[config.mk]
export PLATFORM = sky130hd
export DESIGN_NAME = ps2_host_tx
export DESIGN_NICKNAME = d
export VERILOG_FILES = /design/src/rtl/ps2_host_tx_pkg.sv /design/src/rtl/ps2_host_tx_line_filter.sv /design/src/rtl/ps2_host_tx.sv
export SDC_FILE = /design/constraint.sdc
export NUM_CORES = 1
export LEC_CHECK = 0
export BUFFER_PORTS_ARGS = -buffer_cell sky130_fd_sc_hd__buf_2
export CAP_MARGIN = 40
export CORE_MARGIN = 5
export CORE_UTILIZATION = 55
export CTS_BUF_LIST = sky130_fd_sc_hd__clkbuf_4
export DETAILED_ROUTE_END_ITERATION = 10
export GPL_ROUTABILITY_DRIVEN = 0
export PLACE_DENSITY_LB_ADDON = 0.1
export REMOVE_ABC_BUFFERS = 1
export SLEW_MARGIN = 20
export SYNTH_ARGS = -nofsm -noshare
export SYNTH_HDL_FRONTEND = slang
export SYNTH_SLANG_ARGS = --single-unit
[constraint.sdc]
create_clock -name clk -period 3.46 [get_ports clk]
set_input_delay 0.173 -clock clk [delete_from_list [all_inputs] [get_ports clk]]
set_output_delay 0.173 -clock clk [all_outputs]
set_load 0.05 [all_outputs]
[src/rtl/ps2_host_tx_pkg.sv]
// Shared definitions for the PS/2 host transmitter: FSM states, error codes,
// well-known command bytes and the frame builder.
package ps2_host_tx_pkg;

  typedef enum logic [2:0] {
    ST_IDLE      = 3'd0,
    ST_INHIBIT   = 3'd1,
    ST_REQ       = 3'd2,
    ST_START     = 3'd3,
    ST_SHIFT     = 3'd4,
    ST_ACK       = 3'd5,
    ST_WAIT_IDLE = 3'd6
  } state_e;

  typedef enum logic [1:0] {
    ERR_NONE     = 2'b00,
    ERR_NOACK    = 2'b01,
    ERR_START_TO = 2'b10,
    ERR_XFER_TO  = 2'b11
  } err_e;

  localparam logic [7:0] CMD_SET_LEDS = 8'hED;
  localparam logic [7:0] CMD_ENABLE   = 8'hF4;
  localparam logic [7:0] CMD_RESET    = 8'hFF;
  localparam logic [7:0] ACK_BYTE     = 8'hFA;

  // Index of the frame position that follows the stop bit.
  localparam logic [3:0] IDX_AFTER_STOP = 4'd10;

  // Frame shifted out LSB first after the start bit: data, odd parity, stop.
  function automatic logic [9:0] build_frame(input logic [7:0] data);
    return {1'b1, ~^data, data};
  endfunction

endpackage

[src/rtl/ps2_host_tx_line_filter.sv]
// Two-flop synchroniser plus glitch filter for one PS/2 line. The filtered
// level only follows the pin after FILTER_LEN consecutive differing samples;
// fall pulses for one cycle when the filtered level goes 1 -> 0.
module ps2_line_filter #(
  parameter int FILTER_LEN = 8
) (
  input  logic clk,
  input  logic reset,
  input  logic line_in,
  output logic level,
  output logic fall
);

  localparam int CW = (FILTER_LEN > 1) ? $clog2(FILTER_LEN) : 1;
  localparam logic [CW-1:0] CNT_LAST = CW'(FILTER_LEN - 1);

  logic          sync1_q, sync2_q;
  logic          level_q, level_d;
  logic          fall_q, fall_d;
  logic [CW-1:0] cnt_q, cnt_d;

  // Count consecutive samples that disagree with the current filtered level.
  always_comb begin
    level_d = level_q;
    fall_d  = 1'b0;
    cnt_d   = '0;
    if (sync2_q != level_q) begin
      if (cnt_q == CNT_LAST) begin
        level_d = sync2_q;
        fall_d  = ~sync2_q;
      end else begin
        cnt_d = cnt_q + 1'b1;
      end
    end
  end

  // Synchroniser and filter state; idle PS/2 lines read high.
  always_ff @(posedge clk or negedge reset) begin
    if (!reset) begin
      sync1_q <= 1'b1;
      sync2_q <= 1'b1;
      level_q <= 1'b1;
      fall_q  <= 1'b0;
      cnt_q   <= '0;
    end else begin
      sync1_q <= line_in;
      sync2_q <= sync1_q;
      level_q <= level_d;
      fall_q  <= fall_d;
      cnt_q   <= cnt_d;
    end
  end

  assign level = level_q;
  assign fall  = fall_q;

endmodule

[src/rtl/ps2_host_tx.sv]
// PS/2 host-to-device transmitter: inhibits the bus, requests to send, shifts
// one command byte out on device clock falling edges and reports the ACK.
//
// Handshake: a byte is accepted on a rising clk edge where tx_valid && tx_ready;
// tx_ready is high only in IDLE, so tx_valid while busy is simply ignored.
module ps2_host_tx
  import ps2_host_tx_pkg::*;
#(
  parameter int INHIBIT_CYCLES = 10000,
  parameter int START_TIMEOUT  = 1500000,
  parameter int XFER_TIMEOUT   = 200000,
  parameter int FILTER_LEN     = 8
) (
  input  logic       clk,
  input  logic       reset,
  input  logic [7:0] tx_data,
  input  logic       tx_valid,
  output logic       tx_ready,
  input  logic       ps2c_in,
  input  logic       ps2d_in,
  output logic       ps2c_oe,
  output logic       ps2d_oe,
  output logic       busy,
  output logic       tx_done,
  output logic       tx_err,
  output logic [1:0] err_code,
  output logic [2:0] dbg_state
);

  localparam int IW   = $clog2(INHIBIT_CYCLES + 1);
  localparam int TMAX = (START_TIMEOUT > XFER_TIMEOUT) ? START_TIMEOUT : XFER_TIMEOUT;
  localparam int TW   = $clog2(TMAX + 1);

  localparam logic [IW-1:0] INH_LAST   = IW'(INHIBIT_CYCLES - 1);
  localparam logic [IW-1:0] INH_SAT    = IW'(INHIBIT_CYCLES);
  localparam logic [TW-1:0] START_LAST = TW'(START_TIMEOUT - 1);
  localparam logic [TW-1:0] XFER_LAST  = TW'(XFER_TIMEOUT - 1);
  localparam logic [TW-1:0] TO_SAT     = TW'(TMAX);

  logic c_level, c_fall;
  logic d_level, d_fall_unused;

  state_e        state_q, state_d;
  logic [IW-1:0] inh_cnt_q, inh_cnt_d;
  logic [TW-1:0] to_cnt_q, to_cnt_d;
  logic [9:0]    frame_q, frame_d;
  logic [3:0]    idx_q, idx_d;
  logic          ack_ok_q, ack_ok_d;
  logic          ps2c_oe_q, ps2c_oe_d;
  logic          ps2d_oe_q, ps2d_oe_d;
  logic          tx_ready_q, tx_ready_d;
  logic          busy_q, busy_d;
  logic          tx_done_q, tx_done_d;
  logic          tx_err_q, tx_err_d;
  err_e          err_code_q, err_code_d;
  logic          abort;
  err_e          abort_code;

  ps2_line_filter #(.FILTER_LEN(FILTER_LEN)) u_filt_c (
    .clk     (clk),
    .reset   (reset),
    .line_in (ps2c_in),
    .level   (c_level),
    .fall    (c_fall)
  );

  ps2_line_filter #(.FILTER_LEN(FILTER_LEN)) u_filt_d (
    .clk     (clk),
    .reset   (reset),
    .line_in (ps2d_in),
    .level   (d_level),
    .fall    (d_fall_unused)
  );

  // Next-state and next-output logic; outputs are computed for the state being entered.
  always_comb begin
    state_d    = state_q;
    inh_cnt_d  = inh_cnt_q;
    to_cnt_d   = to_cnt_q;
    frame_d    = frame_q;
    idx_d      = idx_q;
    ack_ok_d   = ack_ok_q;
    ps2c_oe_d  = ps2c_oe_q;
    ps2d_oe_d  = ps2d_oe_q;
    tx_done_d  = 1'b0;
    tx_err_d   = 1'b0;
    err_code_d = ERR_NONE;
    abort      = 1'b0;
    abort_code = ERR_NONE;

    case (state_q)
      ST_IDLE: begin
        ps2c_oe_d = 1'b0;
        ps2d_oe_d = 1'b0;
        if (tx_valid && tx_ready_q) begin
          frame_d   = build_frame(tx_data);
          inh_cnt_d = '0;
          ps2c_oe_d = 1'b1;
          state_d   = ST_INHIBIT;
        end
      end

      ST_INHIBIT: begin
        if (inh_cnt_q == INH_LAST) begin
          ps2d_oe_d = 1'b1;
          state_d   = ST_REQ;
        end else begin
          inh_cnt_d = (inh_cnt_q == INH_SAT) ? inh_cnt_q : inh_cnt_q + 1'b1;
        end
      end

      // One cycle with both lines low, then release clock keeping the start bit.
      ST_REQ: begin
        ps2c_oe_d = 1'b0;
        ps2d_oe_d = 1'b1;
        to_cnt_d  = '0;
        state_d   = ST_START;
      end

      ST_START: begin
        if (c_fall) begin
          ps2d_oe_d = ~frame_q[0];
          idx_d     = 4'd1;
          to_cnt_d  = '0;
          state_d   = ST_SHIFT;
        end else if (to_cnt_q == START_LAST) begin
          abort      = 1'b1;
          abort_code = ERR_START_TO;
        end else begin
          to_cnt_d = (to_cnt_q == TO_SAT) ? to_cnt_q : to_cnt_q + 1'b1;
        end
      end

      ST_SHIFT: begin
        if (to_cnt_q == XFER_LAST) begin
          abort      = 1'b1;
          abort_code = ERR_XFER_TO;
        end else begin
          to_cnt_d = (to_cnt_q == TO_SAT) ? to_cnt_q : to_cnt_q + 1'b1;
          if (c_fall) begin
            if (idx_q == IDX_AFTER_STOP) begin
              ps2d_oe_d = 1'b0;
              state_d   = ST_ACK;
            end else begin
              ps2d_oe_d = ~frame_q[idx_q];
              idx_d     = idx_q + 4'd1;
            end
          end
        end
      end

      ST_ACK: begin
        if (to_cnt_q == XFER_LAST) begin
          abort      = 1'b1;
          abort_code = ERR_XFER_TO;
        end else begin
          to_cnt_d = (to_cnt_q == TO_SAT) ? to_cnt_q : to_cnt_q + 1'b1;
          if (c_fall) begin
            ack_ok_d = ~d_level;
            state_d  = ST_WAIT_IDLE;
          end
        end
      end

      // Let the device finish its ACK pulse before reporting the outcome.
      ST_WAIT_IDLE: begin
        ps2c_oe_d = 1'b0;
        ps2d_oe_d = 1'b0;
        if (c_level && d_level) begin
          state_d = ST_IDLE;
          if (ack_ok_q) begin
            tx_done_d = 1'b1;
          end else begin
            tx_err_d   = 1'b1;
            err_code_d = ERR_NOACK;
          end
        end
      end

      default: begin
        ps2c_oe_d = 1'b0;
        ps2d_oe_d = 1'b0;
        state_d   = ST_IDLE;
      end
    endcase

    if (abort) begin
      state_d    = ST_IDLE;
      ps2c_oe_d  = 1'b0;
      ps2d_oe_d  = 1'b0;
      tx_done_d  = 1'b0;
      tx_err_d   = 1'b1;
      err_code_d = abort_code;
    end

    tx_ready_d = (state_d == ST_IDLE);
    busy_d     = (state_d != ST_IDLE);
  end

  // Single register bank for FSM state, counters and registered outputs.
  always_ff @(posedge clk or negedge reset) begin
    if (!reset) begin
      state_q    <= ST_IDLE;
      inh_cnt_q  <= '0;
      to_cnt_q   <= '0;
      frame_q    <= '0;
      idx_q      <= '0;
      ack_ok_q   <= 1'b0;
      ps2c_oe_q  <= 1'b0;
      ps2d_oe_q  <= 1'b0;
      tx_ready_q <= 1'b1;
      busy_q     <= 1'b0;
      tx_done_q  <= 1'b0;
      tx_err_q   <= 1'b0;
      err_code_q <= ERR_NONE;
    end else begin
      state_q    <= state_d;
      inh_cnt_q  <= inh_cnt_d;
      to_cnt_q   <= to_cnt_d;
      frame_q    <= frame_d;
      idx_q      <= idx_d;
      ack_ok_q   <= ack_ok_d;
      ps2c_oe_q  <= ps2c_oe_d;
      ps2d_oe_q  <= ps2d_oe_d;
      tx_ready_q <= tx_ready_d;
      busy_q     <= busy_d;
      tx_done_q  <= tx_done_d;
      tx_err_q   <= tx_err_d;
      err_code_q <= err_code_d;
    end
  end

  assign tx_ready  = tx_ready_q;
  assign busy      = busy_q;
  assign ps2c_oe   = ps2c_oe_q;
  assign ps2d_oe   = ps2d_oe_q;
  assign tx_done   = tx_done_q;
  assign tx_err    = tx_err_q;
  assign err_code  = err_code_q;
  assign dbg_state = state_q;

endmodule

==> results.sh <==
export IMPL_tns_ns=0
export IMPL_cp_num_buf_inv=1
export IMPL_worst_setup_path_end_kind="flip-flop"
export IMPL_ys_types=65
export IMPL_holdWs_ns=0.197
export IMPL_crit_required_ns=3.83
export IMPL_clk_path_buf_depth=2
export IMPL_antenna_found_initial=0
export IMPL_r2r_end="inh_cnt_q[3]"
export IMPL_wire_per_inst_um=15.8
export IMPL_worstSetupPathType="flip-flop to flip-flop"
export IMPL_grt_remaining_overflow=0
export IMPL_vias_per_cell=5.96
export IMPL_finalHoldViolCount=0
export IMPL_avgSynthCellArea_um2=9.50
export IMPL_yosysWarnings=0
export IMPL_outcome="finished, final reports clean"
export IMPL_cts_sinks=74
export IMPL_min_period_over_period_pct=70.9
export IMPL_path_max_fanout=17
export IMPL_htree_num_levels=3
export IMPL_crit_chain="nor3b_1, nor2_1, buf_4, or4_1, a21oi_1"
export IMPL_ys_seq_elements=74
export IMPL_dpl_hpwl_mm=6.37
export IMPL_cts_tree="done"
export IMPL_num_vias=3413
export IMPL_top_layer="met4"
export IMPL_wl_met2_mm=4.31
export IMPL_drv_cap=0
export IMPL_drt_pass1_iter_count=5
export IMPL_final_cell_mix="67 x dfrtp_1, 64 x nand2_1, 31 x a21oi_1"
export IMPL_drive_gt1_share_pct=15.0
export IMPL_grt_setup_unrepaired="no"
export IMPL_final_common_cell="dfrtp_1"
export IMPL_peakVddDrop_uv=197
export IMPL_port_buffers=23
export IMPL_stdcell_area_um2=4600
export IMPL_slew_headroom_pct=48.2
export IMPL_final_nets=493
export IMPL_min_period_ns=2.45
export IMPL_drtIter0Drc=199
export IMPL_die_width_um=96.8
export IMPL_r2r_slack_ns=1.01
export IMPL_dpl_cell_count=546
export IMPL_syn_area_um2=4140
export IMPL_n_antenna_cell=0
export IMPL_path_clk_slew_ns=0.14
export IMPL_cts_resized=0
export IMPL_p_per_area_nw_per_um2=334
export IMPL_core_area_um2=7290
export IMPL_grt_max_degree=41
export IMPL_max_stage_delay_ns=0.66
export IMPL_start_kind="flip-flop"
export IMPL_synth_edf_count=0
export IMPL_grt_util_all_layers_pct=20.6
export IMPL_r2r_start="dbg_state[0]"
export IMPL_cpMaxStageDelayCell="dfrtp_1"
export IMPL_place_area_um2=4370
export IMPL_fin_skew_ns=0.0170
export IMPL_cts_root_buf="clkbuf_4"
export IMPL_cts_buffers=9
export IMPL_syn_inst=436
export IMPL_fmax_mhz=408
export IMPL_drv_slew=0
export IMPL_ys_seq_area_share_pct=44.9
export IMPL_clock_latency_ns=0.44
export IMPL_arrival_ns=2.82
export IMPL_grt_pass1_wl_mm=16.1
export IMPL_layoutNonFillerInstCount=573
export IMPL_synthArstFlopShare_pct=100
export IMPL_synthFlopType="dfrtp_1"
export IMPL_final_antenna_net_count=0
export IMPL_area_growth_pct=11.1
export IMPL_hold_path_class="input port to asynchronous set/reset pin"
export IMPL_wl_met1_mm=4.18
export IMPL_wl_met3_um=286
export IMPL_critPathTopFamily="simple AND/OR/NAND/NOR gates"
export IMPL_wirelength_mm=9.04
export IMPL_grt_pass1_vias=3464
export IMPL_initial_core_util_pct=56.8
export IMPL_setup_viol=0
export IMPL_rows=31
export IMPL_worstMarginPinSlew_ns=0.775
export IMPL_die_h_um=96.8
export IMPL_reg2reg_depth=5
export IMPL_ios=24
export IMPL_dieArea_um2=9370
export IMPL_drc=0
export IMPL_power_leakage_nw=2.00
[what timing repair did]
item,4_1_cts,5_1_grt
setup endpoints to repair,0,0
endpoints found under the hold margin,43,0
setup buffers,0,0
hold buffers,11,0
[worst register-to-register path, stage by stage, from the launching register on]
cell and delay [ns]:
dfrtp_1 0.66, nor3b_1 0.55, nor2_1 0.29, buf_4 0.25
or4_1 0.51, a21oi_1 0.15
[layer usage]
metal  vias up  GRT usage, %
met3        25          4.32
met1      1650          27.6
met4         0          9.29
li1       1666             -
met2        72          32.1
met5         -             0
[state kept, by name, indices dropped and copies added (netlist names)]
signal / count
idx_q: 4
u_filt_c.sync2_q: 1
dbg_state: 3
u_filt_c.sync1_q: 1
tx_done: 1
frame_q: 10
u_filt_c.level: 1
u_filt_d.level: 1
inh_cnt_q: 14
busy: 1
ack_ok_q: 1
tx_err: 1
err_code: 2
u_filt_d.sync1_q: 1
u_filt_d.cnt_q: 3
to_cnt_q: 21
ps2d_oe: 1
u_filt_c.cnt_q: 3
tx_ready: 1
ps2c_oe: 1
u_filt_c.fall: 1
u_filt_d.sync2_q: 1
[synth_stat cells, types with 2 or more instances]
cell type	instances	share of area, %
a21oi_1	31	3.7
dfstp_2	7	4.4
inv_1	15	1.4
xnor2_1	9	1.9
nand3_1	25	3.0
or4_1	19	3.4
nor2b_1	5	0.76
nand4_1	10	1.5
clkbuf_1	13	1.2
and3_1	8	1.2
o31ai_1	15	2.7
mux2_2	4	1.1
o21ai_1	8	0.97
and2_1	7	1.1
buf_6	3	0.82
nor2_1	14	1.3
a2111oi_1	2	0.48
nor4b_1	2	0.42
mux2i_1	13	3.1
nor4bb_1	2	0.48
nor3_1	10	1.2
xor2_1	2	0.42
ha_1	11	3.3
o21ai_0	5	0.60
nand4bb_1	2	0.54
nor4_1	6	0.91
or2_2	3	0.45
nand4b_1	2	0.42
nand2_1	64	5.8
a31oi_1	3	0.45
nand2b_1	11	1.7
nand3b_1	3	0.54
dfrtp_1	67	40
mux4_2	2	1.1
nor3b_1	3	0.54
[area by class of cell]
cell class / count / area, um2
well taps: 99 / 124
clock inverters: 7 / 52.6
inverters: 15 / 56.3
clock buffers: 9 / 67.6
multi-input cells: 329 / 2150
fillers: 655 / 2690
repair buffers: 40 / 293
flip-flops and latches: 74 / 1860
[cells by family (layout without fill, tap and decap cells)]
logic type / count (synthesis) / after routing / share of synthesized area [%]
multiplexers: 19 / 19 / 5.32
flip-flops: 74 / 74 / 44.9
adder cells (fa/ha/maj): 11 / 11 / 3.32
AO/OA/AOI/OAI: 81 / 81 / 12.6
AND/OR/NAND/NOR: 207 / 207 / 28.0
XOR/XNOR: 11 / 11 / 2.33
buffers and inverters: 33 / 71 / 3.56
[worst max path at each step]
| stage | startpoint | endpoint | depth (start not counted) |
|---|---|---|---|
| final | dbg_state[0] | inh_cnt_q[3] | 5 |
| after global routing | dbg_state[0] | inh_cnt_q[3] | 5 |
| after CTS | dbg_state[0] | inh_cnt_q[3] | 5 |
| after detailed placement | dbg_state[0] | inh_cnt_q[3] | 5 |
| after global placement | dbg_state[0] | inh_cnt_q[4] | 4 |
| after floorplan | dbg_state[1] | inh_cnt_q[11] | 4 |
[stage by stage]
stage          util [%]  setup slack [ns]  power [mW]
4_1_cts            63.1              1.01        1.56
3_3_place_gp       59.4              1.14        1.05
3_5_place_dp       59.9              1.03        1.06
5_1_grt            63.1             0.786        1.62
2_1_floorplan         -             0.274        1.02
6_report           63.1              1.01        1.54
[where the power goes]
part / switching [mW] / total, mW / internal [mW]
sequential: 0.0259 / 0.939 / 0.913
combinational: 0.0513 / 0.113 / 0.0620
clock: 0.334 / 0.486 / 0.152
total: 0.411 / 1.54 / 1.13
Power figures use the tool's default switching activity.
